File: src/rtl/dmem_pkg.sv
// rtl/dmem_pkg.sv - shared types for the data-memory arbiter
// Purpose: request/response record types and port count used by dmem_arbiter
//          and dmem_rsp_slot.
package dmem_pkg;

  localparam int NPORTS = 2;

  typedef struct packed {
    logic        we;
    logic [31:0] addr;
    logic [31:0] wdata;
  } mem_req_t;

  typedef struct packed {
    logic [31:0] rdata;
    logic        err;
  } mem_rsp_t;

endpackage

File: src/rtl/dmem_rsp_slot.sv
// rtl/dmem_rsp_slot.sv - one-entry registered response holder for one port
// Purpose: holds a port's response (valid/rdata/err) until the requester
//          takes it, and tells the arbiter when the port may be granted again.
// Ports:
//   clk, reset       clock, synchronous active-high reset
//   load             port was granted this cycle; capture load_rdata/load_err
//   load_rdata/err   response computed for the granted access
//   rsp_ready        requester consumes the held response
//   rsp_valid/rdata/err  registered response towards the requester
//   can_accept       slot is free now or frees at this edge
module dmem_rsp_slot (
  input  logic        clk,
  input  logic        reset,
  input  logic        load,
  input  logic [31:0] load_rdata,
  input  logic        load_err,
  input  logic        rsp_ready,
  output logic        rsp_valid,
  output logic [31:0] rsp_rdata,
  output logic        rsp_err,
  output logic        can_accept
);

  // A held response that retires this cycle frees the slot in time for a
  // back-to-back grant, giving one access per cycle per port.
  assign can_accept = ~rsp_valid | rsp_ready;

  always_ff @(posedge clk) begin
    if (reset) begin
      rsp_valid <= 1'b0;
      rsp_rdata <= 32'h0;
      rsp_err   <= 1'b0;
    end else if (load) begin
      rsp_valid <= 1'b1;
      rsp_rdata <= load_rdata;
      rsp_err   <= load_err;
    end else if (rsp_valid && rsp_ready) begin
      // rdata/err deliberately keep their last values after retire
      rsp_valid <= 1'b0;
    end
  end

endmodule

File: src/rtl/dmem_arbiter.sv
// rtl/dmem_arbiter.sv - two-port round-robin arbiter for the single-port data memory
// Purpose: shares one data memory between port 0 (CPU LSU) and port 1
//          (debug/DMA loader); one access per cycle, combinational grant,
//          registered response per port.
// Ports:
//   clk, reset                      clock, synchronous active-high reset
//   pN_req/we/addr/wdata            access request of port N
//   pN_gnt                          request accepted this cycle
//   pN_rsp_valid/ready/rdata/err    response handshake of port N
//   mem_we/mem_a/mem_wd/mem_rd      memory interface (mem_rd combinational)
module dmem_arbiter
  import dmem_pkg::*;
#(
  parameter int unsigned SIZE = 32
) (
  input  logic        clk,
  input  logic        reset,
  input  logic        p0_req,
  input  logic        p0_we,
  input  logic [31:0] p0_addr,
  input  logic [31:0] p0_wdata,
  output logic        p0_gnt,
  output logic        p0_rsp_valid,
  input  logic        p0_rsp_ready,
  output logic [31:0] p0_rsp_rdata,
  output logic        p0_rsp_err,
  input  logic        p1_req,
  input  logic        p1_we,
  input  logic [31:0] p1_addr,
  input  logic [31:0] p1_wdata,
  output logic        p1_gnt,
  output logic        p1_rsp_valid,
  input  logic        p1_rsp_ready,
  output logic [31:0] p1_rsp_rdata,
  output logic        p1_rsp_err,
  output logic        mem_we,
  output logic [31:0] mem_a,
  output logic [31:0] mem_wd,
  input  logic [31:0] mem_rd
);

  mem_req_t [NPORTS-1:0] req;
  logic     [NPORTS-1:0] req_v;
  logic     [NPORTS-1:0] can_acc;
  logic     [NPORTS-1:0] elig;
  logic     [NPORTS-1:0] win;
  logic     [NPORTS-1:0] rsp_ready;
  logic     [NPORTS-1:0] rsp_valid;
  logic     [NPORTS-1:0] rsp_err;
  logic     [31:0]       rsp_rdata [NPORTS];

  mem_req_t sel;
  mem_rsp_t new_rsp;
  logic     grant_any;
  logic     in_range;
  // Port that received the most recent grant; starts at 1 so port 0 wins
  // the first tie after reset.
  logic     last_gnt;

  assign req[0]       = '{we: p0_we, addr: p0_addr, wdata: p0_wdata};
  assign req[1]       = '{we: p1_we, addr: p1_addr, wdata: p1_wdata};
  assign req_v        = {p1_req, p0_req};
  assign rsp_ready    = {p1_rsp_ready, p0_rsp_ready};

  always_comb begin
    elig = reset ? '0 : (req_v & can_acc);
    win  = elig;
    if (elig == 2'b11) begin
      win = last_gnt ? 2'b01 : 2'b10;
    end
  end

  assign grant_any = |win;
  assign sel       = win[1] ? req[1] : req[0];
  // Full 32-bit compare so huge addresses never alias into the array.
  assign in_range  = (sel.addr < SIZE);

  assign p0_gnt = win[0];
  assign p1_gnt = win[1];

  assign mem_we = grant_any & sel.we & in_range;
  assign mem_a  = grant_any ? sel.addr  : 32'h0;
  assign mem_wd = grant_any ? sel.wdata : 32'h0;

  // Response for whichever port won; only the winner's slot loads it.
  assign new_rsp.rdata = (~sel.we & in_range) ? mem_rd : 32'h0;
  assign new_rsp.err   = ~in_range;

  always_ff @(posedge clk) begin
    if (reset) begin
      last_gnt <= 1'b1;
    end else if (grant_any) begin
      last_gnt <= win[1];
    end
  end

  for (genvar i = 0; i < NPORTS; i++) begin : g_slot
    dmem_rsp_slot u_slot (
      .clk        (clk),
      .reset      (reset),
      .load       (win[i]),
      .load_rdata (new_rsp.rdata),
      .load_err   (new_rsp.err),
      .rsp_ready  (rsp_ready[i]),
      .rsp_valid  (rsp_valid[i]),
      .rsp_rdata  (rsp_rdata[i]),
      .rsp_err    (rsp_err[i]),
      .can_accept (can_acc[i])
    );
  end

  assign p0_rsp_valid = rsp_valid[0];
  assign p0_rsp_rdata = rsp_rdata[0];
  assign p0_rsp_err   = rsp_err[0];
  assign p1_rsp_valid = rsp_valid[1];
  assign p1_rsp_rdata = rsp_rdata[1];
  assign p1_rsp_err   = rsp_err[1];

endmodule
File: config.mk
export PLATFORM = sky130hd
export DESIGN_NAME = dmem_arbiter
export DESIGN_NICKNAME = d
export VERILOG_FILES = /design/src/rtl/dmem_pkg.sv /design/src/rtl/dmem_rsp_slot.sv /design/src/rtl/dmem_arbiter.sv
export SDC_FILE = /design/constraint.sdc
export NUM_CORES = 1
export LEC_CHECK = 0
export CAP_MARGIN = 15
export CORE_AREA = 5 5 115 117
export DETAILED_ROUTE_END_ITERATION = 8
export DIE_AREA = 0 0 120 122
export PLACE_DENSITY = 0.73
export RECOVER_POWER = 50
export REMOVE_ABC_BUFFERS = 1
export SLEW_MARGIN = 10
export SYNTH_ARGS = -nofsm -noshare
export SYNTH_HDL_FRONTEND = slang
export SYNTH_SLANG_ARGS = --single-unit
File: constraint.sdc
create_clock -name clk -period 4.1 [get_ports clk]
set_input_delay 0.82 -clock clk [delete_from_list [all_inputs] [get_ports clk]]
set_output_delay 0.82 -clock clk [all_outputs]
set_load 0.02 [all_outputs]
==> results.json, run 1 <==
{
  "rows": 41,
  "place_ws_ns": 0.0979,
  "yosys_warnings": 0,
  "yosys.area.top_type_share": 0.424,
  "reg2reg_to": "g_slot[1].u_slot.rsp_rdata[6]",
  "post-route-period-util": 0.968,
  "maxCapViolations": 1,
  "syn_avg_cell_area_um2": 7.95,
  "htreeDepth": 3,
  "drtPass1Iterations": 5,
  "ys_types": 29,
  "regToRegStartpoint": "g_slot[1].u_slot.rsp_valid",
  "layout.cells.most_common": "clkdlybuf4s50_1",
  "fin_nets": 873,
  "leakage_nw": 2.90,
  "synth-seq-area-share": 0.424,
  "globalRouteMet3Util": 0.0757,
  "rsz0062_at_grt": "false",
  "rrSetupSlack_ns": 1.94,
  "fill_cells": 1160,
  "layout_common_cells": "233 x clkdlybuf4s50_1, 129 x nand2_1, 69 x dfxtp_1",
  "arrival_ns": 3.15,
  "violations": "max-capacitance violations, max-slew violations",
  "use_met2": 0.396,
  "holdPathEnd": "g_slot[0].u_slot.rsp_rdata[30]",
  "setup_viol": 0,
  "start_util": 0.266,
  "required_ns": 3.28,
  "critPathCaptureType": "output pin",
  "hold_depth": 1,
  "portBuffers": 302,
  "ir_worst_vdd_uv": 220,
  "grt_pass1_vias": 4386,
  "gr-usage-all-layers": 0.218,
  "hold_viol": 0,
  "setup_ws_ns": 0.133,
  "slew_violations": 34,
  "grt_util_met1": 0.240,
  "wire_per_inst_um": 19.6,
  "finClkSkew_ns": 0.00817,
  "insertion_delay_ns": 0.32,
  "clock.fmax_ghz": 0.252,
  "final_area_mm2": 0.00682,
  "drive_gt1_frac": 0.0564,
  "core_mm2": 0.0123,
  "min-delay-start": "g_slot[0].u_slot.rsp_rdata[30]",
  "viasPerCell": 5.18,
  "hpwl_um": 13600,
  "first_iter_violations": 299,
  "postCtsSetupRepairBufs": 0,
  "route.detailed.drc": 0,
  "worstMarginPinSlew_ns": 1.64,
  "ctsLongestPathBuffers": 2,
  "cts-root-buf": "clkbuf_16",
  "ant_nets": 0,
  "grt_pass1_wl_um": 24900,
  "overflow": 0,
  "drt_wl_total_um": 16900,
  "antenna_found_initial": 3,
  "worst_slew_margin_rel": -0.0944,
  "synth_area_mm2": 0.00326,
  "cts_made_buffers": 9,
  "synth_top_area_cell": "dfxtp_1",
  "cts_tree": "yes",
  "dieArea_mm2": 0.0146,
  "io_pins": 303,
  "gp_congestion": 0.950,
  "grt_max_degree": 38,
  "min_period_ns": 3.97,
  "clk_pin_slew_ns": 0.05,
  "p_per_area_mw_per_mm2": 289,
  "final_cell_count_no_fill": 862,
  "die_w_um": 120,
  "status": "finished, violations left",
  "startpoint_type": "primary input",
  "die_y_um": 122,
  "ys_top_cells_by_area": "dfxtp_1 42%, nand2_1 15%, a32o_1 9.8%",
  "vias": 4468,
  "ff2ff_path_depth": 7,
  "syn-instance-count": 410,
  "synth-seq-cells": 69,
  "hold_class": "flop to flop",
  "path_max_fanout": 14,
  "clock-sinks": 69,
  "place_area_mm2": 0.00653,
  "critical_path_class": "primary input to output pin",
  "final_util": 0.556,
  "area_growth_syn_to_layout_pct": 109,
  "finalPower_mw": 1.97,
  "busiest_layer": "met2",
  "placed_cells": 844
}
==> power breakdown <==
group	switching [mW]	internal, mW	total, mW
logic	0.244	0.284	0.529
clock network	0.296	0.467	0.763
registers	0.00330	0.676	0.679
==> worst max-delay path, stage by stage <==
cell,delay (ns)
clkdlybuf4s50_1,0.43
nand2b_1,0.18
a311o_2,0.43
inv_2,0.21
buf_4,0.24
nand2_1,0.07
a21oi_1,0.14
clkdlybuf4s50_1,0.62
==> worst max path at each step <==
stage,slack (ns),from,depth (start not counted),endpoint
2_1_floorplan,-0.75,p1_rsp_ready,5,g_slot[1].u_slot.rsp_rdata[0]
3_3_place_gp,0.14,p0_rsp_ready,8,mem_a[17]
3_5_place_dp,0.1,p0_rsp_ready,8,mem_a[12]
4_1_cts,0.09,p0_rsp_ready,8,mem_a[12]
5_1_grt,0.01,p0_rsp_ready,8,mem_a[30]
6_report,0.13,p0_rsp_ready,8,mem_a[24]
==> repair_timing <==
action	4_1_cts	5_1_grt
resized for setup	0	1
hold buffers	0	0
endpoints found under the setup margin	0	1
==> cells by family after synthesis <==
group                  share of synthesized area
and+or+nand+nor                            0.275
AOI/OAI and AO/OA                          0.245
DFF                                        0.424
buffers and inverters                     0.0534
muxes                                    0.00307
==> sequential cells by signal (all words and copies together), names as in the netlist <==
signal	flops
g_slot.u_slot.rsp_rdata	64
last_gnt	1
g_slot.u_slot.rsp_valid	2
g_slot.u_slot.rsp_err	2
==> per-stage QoR <==
stage	TNS [ns]	hold WS (ns)
floorplan	-68.98	0.457
global placement	0	0.445
detailed placement	0	0.453
CTS	0	0.465
global route	0	0.472
finish	0	0.455
==> cells in the mapped netlist (all sizes together) <==
master  count
a21oi      28
a22o       32
a311o       1
a32o       32
buf        25
clkbuf     12
dfxtp      69
inv         3
mux2i       1
nand2     129
nand2b      5
nand3      39
nand3b      1
nand4       2
nor2        4
nor2b       2
nor3        3
nor4       14
nor4b       1
o21ai       2
o21ba       2
o22a        1
o32ai       1
or2         1
==> layout make-up <==
type                    count  area (µm²)  share of cell area
diodes                      3        7.51             0.00110
clock buffers               9         225              0.0330
clock inverters             6        63.8             0.00936
inverters                   3        11.3             0.00165
multi-input cells         301        1720               0.252
flip-flops and latches     69        1380               0.203
well taps                 150         188              0.0275
repair buffers            321        3230               0.473
==> routing by layer <==
metal  routed length [µm]  vias to the layer above
met1                 6310                     2099
met5                    0                        -
met2                 8510                      254
met3                 1600                       36
met4                  497                        0
li1                     -                     2079
(Power assumes the default switching activity.)
==> run 2: changes to the inputs <==
- CTS_CLUSTER_SIZE: not set -> 25
==> results of run 2 <==
Final layout, timing and power as in run 1 (identical DEF).
==> run 3: changes to the inputs <==
- TNS_END_PERCENT: not set -> 20
==> results of run 3 <==
Final layout, timing and power as in run 1 (identical DEF).
==> RTL change: new RTL, settings of run 1 <==
Reset style: asynchronous (`reset`), changed in 2 clocked blocks. Comments in the files are not updated.
--- a/src/rtl/dmem_rsp_slot.sv
+++ b/src/rtl/dmem_rsp_slot.sv
@@ -26,5 +26,5 @@
   assign can_accept = ~rsp_valid | rsp_ready;
 
-  always_ff @(posedge clk) begin
+  always_ff @(posedge clk or posedge reset) begin
     if (reset) begin
       rsp_valid <= 1'b0;
--- a/src/rtl/dmem_arbiter.sv
+++ b/src/rtl/dmem_arbiter.sv
@@ -87,5 +87,5 @@
   assign new_rsp.err   = ~in_range;
 
-  always_ff @(posedge clk) begin
+  always_ff @(posedge clk or posedge reset) begin
     if (reset) begin
       last_gnt <= 1'b1;
Check against the original RTL: differs if reset is asserted again (counterexample within 4 cycles, from zero or initial values and one cycle with reset high); with reset held inactive, the same outputs for 10 cycles.
==> RTL change against run 1 <==
- the run still ends with max-capacitance violations, max-slew violations left
- synthesized cell count fell by 16%
- design area rose by 2.2%
- setup slack improved by 0.15 ns
- sequential share of layout area rose by 4.5 points
- fmax rose by 3.9%
- total power rose by 10%
- worst hold slack improved by 0.031 ns
- routed wire length fell by 3.8%
- sequential cell count did not move
- highest routed layer unchanged
- synthesized area rose by 5.5%
- combinational power rose by 8.3%
- clock power rose by 17%
- global-route usage fell by 0.94 points
==> RTL change: results (changes against run 1) <==
worst slew pin tran=1.90 ns (was 1.64 ns); n_diodes=0 (was 3); Gate Count Post-Synth=346 (was 410); status=finished with violations (unchanged); RD Place Congestion=0.896 (was 0.950); Final Max Slew Viols=68 (was 34); Hold Path Origin=g_slot[1].u_slot.rsp_err (was g_slot[0].u_slot.rsp_rdata[30]); Min-Delay Path Depth=2 (was 1); Layout Nets=807 (was 873); first-pass GRT wire length=23,800 um (was 24,900 um); Hold EP=g_slot[1].u_slot.rsp_err (was g_slot[0].u_slot.rsp_rdata[30]); failing checks=max-capacitance violations, max-slew violations (unchanged); sequential area share after synthesis=50.3% (was 42.4%); Post-DP HPWL=12,600 um (was 13,600 um); Post-synth top cells=a22o_1, nand2_1, dfrtp_1 (was nand2_1, dfxtp_1, nand3_1); final wirelength=16,300 um (was 16,900 um); largest net degree at the start of global routing=74 (was 38); vias in the first global route=4,251 (was 4,386); initial antenna violation count=0 (was 3); Setup crit end=mem_wd[6] (was mem_a[24]); max-cap viol count=2 (was 1); layout cells sized above 1=4.97% (was 5.64%); Setup Skew=0.00639 ns (was 0.00817 ns); Synth area leaders=dfrtp_1, a22o_1, nand2_1 (was dfxtp_1, nand2_1, a32o_1); GRT Util Overall=20.9% (was 21.8%); vias per cell=5.20 (was 5.18)
[RTL change: cell count changes after synthesis, sizes merged, moves of 2 or more]
cell / change
dfxtp: -69
dfrtp: +68
a22o: +59
nand2: -52
a32o: -31
a21oi: -28
buf: -10
clkbuf: +3
o21ba: -2
[RTL change: cells by family after synthesis]
group                  count (synthesis)  share of synthesized area (%)
AOI/OAI and AO/OA                     98                           24.8
and+or+nand+nor                      146                           20.2
buffers and inverters                 33                           4.77
DFF                                   69                           50.3
[RTL change: per-layer routing]
layer,GRT usage (%),routed length [um],vias up
met5,0,0,-
met4,8.45,547,0
met3,6.04,1380,36
met2,36.1,8050,227
met1,24.3,6290,1991
li1,-,-,1878
[RTL change: stage by stage]
step	setup WS [ns]	total power, mW	area (um2)	setup TNS [ns]	hold WS, ns
2_1_floorplan	-0.635	0.923	3280	-32.59	0.482
3_3_place_gp	0.120	1.29	6650	0	0.473
3_5_place_dp	0.0414	1.29	6650	0	0.484
4_1_cts	0.0419	2.19	6990	0	0.497
5_1_grt	0.118	2.24	6970	0	0.510
6_report	0.282	2.17	6970	0	0.486
[RTL change: layout make-up]
type | instances | area [um2] | share of cell area (%)
inverter | 3 | 11.3 | 0.162
clock buffer | 12 | 246 | 3.54
sequential | 69 | 1730 | 24.8
multi-input combinational | 244 | 1550 | 22.3
clock inverter | 4 | 95.1 | 1.36
tap | 150 | 188 | 2.69
timing repair buffer | 312 | 3150 | 45.2
[RTL change: power breakdown]
part | internal, mW | switching [mW]
Clock | 0.610 | 0.283
Sequential | 0.694 | 0.00767
Combinational | 0.304 | 0.268
[RTL change: worst max-delay path, cell delays in order]
cell and delay [ns]:
clkdlybuf4s50_1 0.49, nand2b_4 0.14, a311o_2 0.21, buf_6 0.47, nand3_1 0.14, nand2_1 0.10
clkdlybuf4s50_1 0.62
